**src/rtl/hdmi_period_scheduler_if.sv**
```systemverilog
// Signal bundle between the timing generator / packet source and the HDMI period scheduler.
// The scheduler takes the slave view; the master view drives the raw stream.
interface hdmi_period_scheduler_if;
   logic        de_in;
   logic        hsync_in;
   logic        vsync_in;
   logic [23:0] pixel_in;
   logic        pkt_valid;
   logic        de_out;
   logic        hsync_out;
   logic        vsync_out;
   logic [23:0] pixel_out;
   logic [2:0]  mode;
   logic [3:0]  ctl;
   logic        pkt_ready;
   logic [4:0]  pkt_idx;

   modport master (
      output de_in, hsync_in, vsync_in, pixel_in, pkt_valid,
      input  de_out, hsync_out, vsync_out, pixel_out, mode, ctl, pkt_ready, pkt_idx
   );

   modport slave (
      input  de_in, hsync_in, vsync_in, pixel_in, pkt_valid,
      output de_out, hsync_out, vsync_out, pixel_out, mode, ctl, pkt_ready, pkt_idx
   );
endinterface

```
**src/rtl/hdmi_period_scheduler.sv**
```systemverilog
// Delays the raw video stream by DELAY clocks and uses the look-ahead to place video
// preambles/guards and single-packet data islands in horizontal blanking.
module hdmi_period_scheduler #(
   parameter int   DELAY     = 64,
   parameter logic SYNC_IDLE = 1'b1
) (
   input logic                    pixel_clk,
   input logic                    rst,
   hdmi_period_scheduler_if.slave bus
);
   typedef enum logic [2:0] {
      CTRL     = 3'd0,
      VPRE     = 3'd1,
      VGUARD   = 3'd2,
      VIDEO    = 3'd3,
      DPRE     = 3'd4,
      DGUARD_L = 3'd5,
      DDATA    = 3'd6,
      DGUARD_T = 3'd7
   } mode_t;

   localparam int WIN_W   = $clog2(DELAY + 1);
   localparam int STAGE_W = 27;
   localparam logic [STAGE_W-1:0] STAGE_RST = {1'b0, SYNC_IDLE, SYNC_IDLE, 24'd0};

   logic [STAGE_W-1:0] line_reg [DELAY];
   logic [WIN_W-1:0]   win_reg;
   mode_t              mode_reg, mode_next;
   logic [4:0]         cnt_reg, cnt_next;
   logic [3:0]         ctrl_run_reg, ctrl_run_next;
   logic [3:0]         ctl_reg, ctl_next;
   logic               pkt_ready_reg, pkt_ready_next;
   logic [4:0]         pkt_idx_reg, pkt_idx_next;
   logic               de_next, vid_edge, idle, start_island;

   // Decisions are made one clock early, so taps are one stage closer to the input.
   assign de_next  = line_reg[DELAY-2][STAGE_W-1];
   assign vid_edge = line_reg[DELAY-12][STAGE_W-1] & ~line_reg[DELAY-11][STAGE_W-1];

   always_ff @(posedge pixel_clk or posedge rst) begin
      if (rst) begin
         for (int i = 0; i < DELAY; i++) line_reg[i] <= STAGE_RST;
      end else begin
         line_reg[0] <= {bus.de_in, bus.hsync_in, bus.vsync_in, bus.pixel_in};
         for (int i = 1; i < DELAY; i++) line_reg[i] <= line_reg[i-1];
      end
   end

   always_ff @(posedge pixel_clk or posedge rst) begin
      if (rst) begin
         win_reg       <= '0;
         mode_reg      <= CTRL;
         cnt_reg       <= '0;
         ctrl_run_reg  <= '0;
         ctl_reg       <= '0;
         pkt_ready_reg <= 1'b0;
         pkt_idx_reg   <= '0;
      end else begin
         win_reg       <= win_reg + WIN_W'(bus.de_in) - WIN_W'(de_next);
         mode_reg      <= mode_next;
         cnt_reg       <= cnt_next;
         ctrl_run_reg  <= ctrl_run_next;
         ctl_reg       <= ctl_next;
         pkt_ready_reg <= pkt_ready_next;
         pkt_idx_reg   <= pkt_idx_next;
      end
   end

   always_comb begin
      mode_next      = CTRL;
      cnt_next       = '0;
      idle           = 1'b0;
      start_island   = 1'b0;
      ctl_next       = 4'b0000;
      pkt_idx_next   = '0;
      ctrl_run_next  = '0;
      if (de_next) begin
         mode_next = VIDEO;
      end else begin
         unique case (mode_reg)
            VPRE: begin
               if (cnt_reg == 5'd7) mode_next = VGUARD;
               else begin mode_next = VPRE; cnt_next = cnt_reg + 5'd1; end
            end
            VGUARD: begin
               if (cnt_reg == 5'd1) idle = 1'b1;
               else begin mode_next = VGUARD; cnt_next = cnt_reg + 5'd1; end
            end
            DPRE: begin
               if (cnt_reg == 5'd7) mode_next = DGUARD_L;
               else begin mode_next = DPRE; cnt_next = cnt_reg + 5'd1; end
            end
            DGUARD_L: begin
               if (cnt_reg == 5'd1) mode_next = DDATA;
               else begin mode_next = DGUARD_L; cnt_next = cnt_reg + 5'd1; end
            end
            DDATA: begin
               if (cnt_reg == 5'd31) mode_next = DGUARD_T;
               else begin mode_next = DDATA; cnt_next = cnt_reg + 5'd1; end
            end
            DGUARD_T: begin
               if (cnt_reg == 5'd1) idle = 1'b1;
               else begin mode_next = DGUARD_T; cnt_next = cnt_reg + 5'd1; end
            end
            default: idle = 1'b1;
         endcase
      end
      // An empty window keeps de low long enough for a full island plus the next preamble.
      if (idle) begin
         if (vid_edge) begin
            mode_next = VPRE;
         end else if (ctrl_run_reg >= 4'd4 && bus.pkt_valid && win_reg == '0) begin
            mode_next    = DPRE;
            start_island = 1'b1;
         end
      end
      if (mode_next == VPRE) ctl_next = 4'b0001;
      if (mode_next == DPRE) ctl_next = 4'b0101;
      if (mode_next == DDATA) pkt_idx_next = cnt_next;
      if (mode_next == CTRL) ctrl_run_next = (ctrl_run_reg == 4'd15) ? 4'd15 : ctrl_run_reg + 4'd1;
      pkt_ready_next = start_island;
   end

   assign bus.de_out    = line_reg[DELAY-1][26];
   assign bus.hsync_out = line_reg[DELAY-1][25];
   assign bus.vsync_out = line_reg[DELAY-1][24];
   assign bus.pixel_out = line_reg[DELAY-1][23:0];
   assign bus.mode      = mode_reg;
   assign bus.ctl       = ctl_reg;
   assign bus.pkt_ready = pkt_ready_reg;
   assign bus.pkt_idx   = pkt_idx_reg;
endmodule

```
**src/flat_wrapper.sv**
```systemverilog
// flat-port wrapper written by rule: the top's interface ports become plain ports
module hdmi_period_scheduler_flat 
#(
   parameter int   DELAY     = 64,
   parameter logic SYNC_IDLE = 1'b1
)
  (pixel_clk, rst, bus_de_in, bus_hsync_in, bus_vsync_in, bus_pixel_in, bus_pkt_valid, bus_de_out, bus_hsync_out, bus_vsync_out, bus_pixel_out, bus_mode, bus_ctl, bus_pkt_ready, bus_pkt_idx);
  hdmi_period_scheduler_if bus_i ();
  input logic pixel_clk;
  input logic rst;
  input wire logic [$bits(bus_i.de_in)-1:0] bus_de_in;
  input wire logic [$bits(bus_i.hsync_in)-1:0] bus_hsync_in;
  input wire logic [$bits(bus_i.vsync_in)-1:0] bus_vsync_in;
  input wire logic [$bits(bus_i.pixel_in)-1:0] bus_pixel_in;
  input wire logic [$bits(bus_i.pkt_valid)-1:0] bus_pkt_valid;
  output wire logic [$bits(bus_i.de_out)-1:0] bus_de_out;
  output wire logic [$bits(bus_i.hsync_out)-1:0] bus_hsync_out;
  output wire logic [$bits(bus_i.vsync_out)-1:0] bus_vsync_out;
  output wire logic [$bits(bus_i.pixel_out)-1:0] bus_pixel_out;
  output wire logic [$bits(bus_i.mode)-1:0] bus_mode;
  output wire logic [$bits(bus_i.ctl)-1:0] bus_ctl;
  output wire logic [$bits(bus_i.pkt_ready)-1:0] bus_pkt_ready;
  output wire logic [$bits(bus_i.pkt_idx)-1:0] bus_pkt_idx;
  assign bus_i.de_in = bus_de_in;
  assign bus_i.hsync_in = bus_hsync_in;
  assign bus_i.vsync_in = bus_vsync_in;
  assign bus_i.pixel_in = bus_pixel_in;
  assign bus_i.pkt_valid = bus_pkt_valid;
  assign bus_de_out = bus_i.de_out;
  assign bus_hsync_out = bus_i.hsync_out;
  assign bus_vsync_out = bus_i.vsync_out;
  assign bus_pixel_out = bus_i.pixel_out;
  assign bus_mode = bus_i.mode;
  assign bus_ctl = bus_i.ctl;
  assign bus_pkt_ready = bus_i.pkt_ready;
  assign bus_pkt_idx = bus_i.pkt_idx;
  hdmi_period_scheduler #(.DELAY(DELAY), .SYNC_IDLE(SYNC_IDLE)) u_core (.pixel_clk(pixel_clk), .rst(rst), .bus(bus_i));
endmodule
```
**config.mk**
```make
export PLATFORM = sky130hd
export DESIGN_NAME = hdmi_period_scheduler_flat
export DESIGN_NICKNAME = d
export VERILOG_FILES = /design/src/rtl/hdmi_period_scheduler_if.sv /design/src/rtl/hdmi_period_scheduler.sv /design/src/flat_wrapper.sv
export SDC_FILE = /design/constraint.sdc
export NUM_CORES = 2
export LEC_CHECK = 0
export CAP_MARGIN = 20
export CORE_MARGIN = 2
export CORE_UTILIZATION = 50
export DETAILED_ROUTE_END_ITERATION = 16
export GPL_TIMING_DRIVEN = 0
export MAX_ROUTING_LAYER = met4
export PLACE_DENSITY = 0.7
export SYNTH_ARGS = -nofsm -noshare
export SYNTH_HDL_FRONTEND = slang
export SYNTH_SLANG_ARGS = --single-unit
```
**constraint.sdc**
```tcl
create_clock -name pixel_clk -period 65.1 [get_ports pixel_clk]
set_clock_uncertainty 0.05 [all_clocks]
set_input_delay 9.765 -clock pixel_clk [delete_from_list [all_inputs] [get_ports pixel_clk]]
set_output_delay 9.765 -clock pixel_clk [all_outputs]
set_load 0.05 [all_outputs]
```
==> run summary <==
DR iter-0 viols: 971
Slew Limit Fails: 0
Multi-input gate area: 818 µm²
most common cell after layout, fill and taps aside: dfrtp_1
max reg flops: 1,700
CTS max path bufs: 3
clock latency on the worst-skew pair: 0.72 ns
Lkg Pwr: 24.8 nW
Routed WL: 52,700 µm
worst slew pin tran: 0.886 ns
Reg-to-Reg Start: u_core.cnt_reg[0]
hold_buf cts: 0
worst r2r path cells: 6
crit path capture type: asynchronous set/reset pin
Setup WS pre-CTS: 52.18 ns
nature of the critical path startpoint: input port
syn_area_per_cell: 23.6 µm²
CTS tree: built
cells after synthesis: 1,913
worst setup margin: 53.08 ns
clock slew at reported path FFs: 0.06 ns
CP Cell Sequence: clkdlybuf4s50_1, inv_8, buf_16, buf_16, buf_16
clk sink count: 1,755
Worst Path Required: 65.82 ns
min cycle time layout: 12.02 ns
placed cell area: 0.0477 mm²
RSZ-0062 raised after global routing: false
vias in the first global route: 18,000
Die ar.: 0.0928 mm²
Max stage delay on crit path: 0.63 ns
Area growth, synth to finish: 17.5%
DIE HEIGHT: 305 µm
Hold Path Class: register to register
Final TNS setup: 0 ns
ant diodes: 0
yosys warns: 0
sequential share of the synthesized area: 97.5%
Core Area: 0.0897 mm²
ratio of cells with drive above 1 in the final layout: 18.7%
final hold violations: 0
fin nets: 2,202
CTS resizes: 0
GP Congestion: 0.662
crit-path leading delay family: buffers and inverters
storage element area: 0.0441 mm²
Worst R2R Setup Slack: 62.15 ns
Synth cell types: 48
global route overflow: 0
worst hold start: u_core.line_reg[755]
FILL cells: 6,188
Starting Density: 50.4%
CP bufs+invs: 5
Post-synth EDFFs: 0
final setup vio count: 0
Ports: 70
Seq cells post-synth: 1,755
CTS Root Buffer Type: clkbuf_16
FF-to-FF End: u_core.bus.pkt_idx[2]
# Post-CTS Setup Buffers: 0
Overall Power: 2.13 mW
Max Cap Viol: 0
DP Wirelength: 23,100 µm
leading register cell type out of synthesis: dfrtp_1
Worst EP arrival: 12.74 ns
most frequent cells in the layout: dfrtp_1, clkbuf_16, dfstp_2, clkdlybuf4s50_1, clkbuf_1
port bufs: 67
H-tree Lvls: 4
run status: completed
Endpoint, Worst Hold: u_core.line_reg[728]
first-pass GRT wire length: 93,600 µm
hold_ws: 0.281 ns
CP most frequent cell: buf_16
Max VDD drop: 0.0315 mV
# DRC: 0
Vias/cell: 4.45
Cell Rows: 110
GRT Util Overall: 12.9%
Max Clock Freq: 83.2 MHz
largest net degree at the start of global routing: 151
Setup CP Type: input port to asynchronous set/reset pin
final worst-path cycle share: 18.5%
initial antenna violation count: 0
CP max stage cell: inv_8
vias: 15,500
Slew Limit Headroom: 40.9%
Final ANT Viol Nets: 0
CTS Buf Count: 163
CP Max Fanout: 150
Post-Syn Area: 0.0452 mm²
Routed WL per cell: 15.2 µm
fin area: 0.0531 mm²
cell area power density: 40.2 mW/mm²
drt pass-1 iters: 5
hold depth: 0
async set or reset register ratio after synthesis: 100%
Die X: 305 µm
## power breakdown
part	switching (mW)	total [mW]	internal [mW]
Clock	0.389	0.932	0.543
Sequential	0.0145	1.15	1.14
Combinational	0.0351	0.0497	0.0146
## cell type report
class	instances	area share, %
clock inverter	55	1.19
clock buffer	251	9.06
sequential	1755	83.0
buffer	31	0.431
multi-input combinational	111	1.54
tap	1176	2.77
inverter	17	0.134
timing repair buffer	79	1.88
## layer usage
metal,vias up,track usage [%],part of all wire [%],routed length [µm]
li1,6474,-,-,-
met1,8433,17.0,43,22700
met2,358,19.1,49,25600
met3,186,3.36,4.6,2440
met4,0,6.21,3.8,1980
met5,-,-,0,0
## cell usage after synthesis (all sizes together), types with 2 or more instances
| cell | count | share of area [%] |
|---|---|---|
| nor2b | 4 | 0.055 |
| xor2 | 3 | 0.058 |
| clkbuf | 3 | 0.025 |
| ha | 13 | 0.36 |
| and3 | 2 | 0.028 |
| nand3 | 4 | 0.044 |
| dfrtp | 1627 | 90 |
| nand2b | 7 | 0.097 |
| or3 | 2 | 0.039 |
| a22oi | 2 | 0.033 |
| inv | 17 | 0.14 |
| a21oi | 9 | 0.10 |
| nor3 | 5 | 0.066 |
| xnor2 | 7 | 0.14 |
| dfstp | 128 | 7.4 |
| nand3b | 2 | 0.033 |
| nor4bb | 2 | 0.044 |
| a31oi | 2 | 0.028 |
| nand2 | 5 | 0.042 |
| buf | 28 | 0.48 |
| o21ai | 4 | 0.044 |
| a211oi | 2 | 0.044 |
| o2111ai | 2 | 0.039 |
| nor3b | 3 | 0.050 |
| nor2 | 12 | 0.10 |
## worst max-delay path by stage
stage	startpoint	end	slack (ns)	cells after the start
finish	rst	u_core.line_reg[286]	53.08	5
global route	rst	u_core.line_reg[340]	52.60	5
CTS	rst	u_core.line_reg[286]	52.96	5
detailed placement	rst	u_core.line_reg[259]	52.18	5
global placement	rst	u_core.bus.pixel_out[16]	-5.45	2
floorplan	rst	u_core.bus.ctl[0]	5.95	1
## metrics by stage
step	instances	utilization [%]
after detailed placement	3169	53.1
after global routing	3475	59.2
final	3475	59.2
after floorplan	1914	-
after global placement	3157	52.7
after CTS	3475	59.2
## kinds of logic after synthesis
logic type                 after synthesis  synth area share [%]
AOI/OAI and AO/OA                       32                 0.501
xor gates and xnor gates                10                 0.194
adders and majority gates               14                 0.404
buffers and inverters                   48                 0.648
DFF                                   1755                  97.5
other                                    1               0.00830
and+or+nand+nor                         53                 0.695
(Power assumes the default switching activity.)
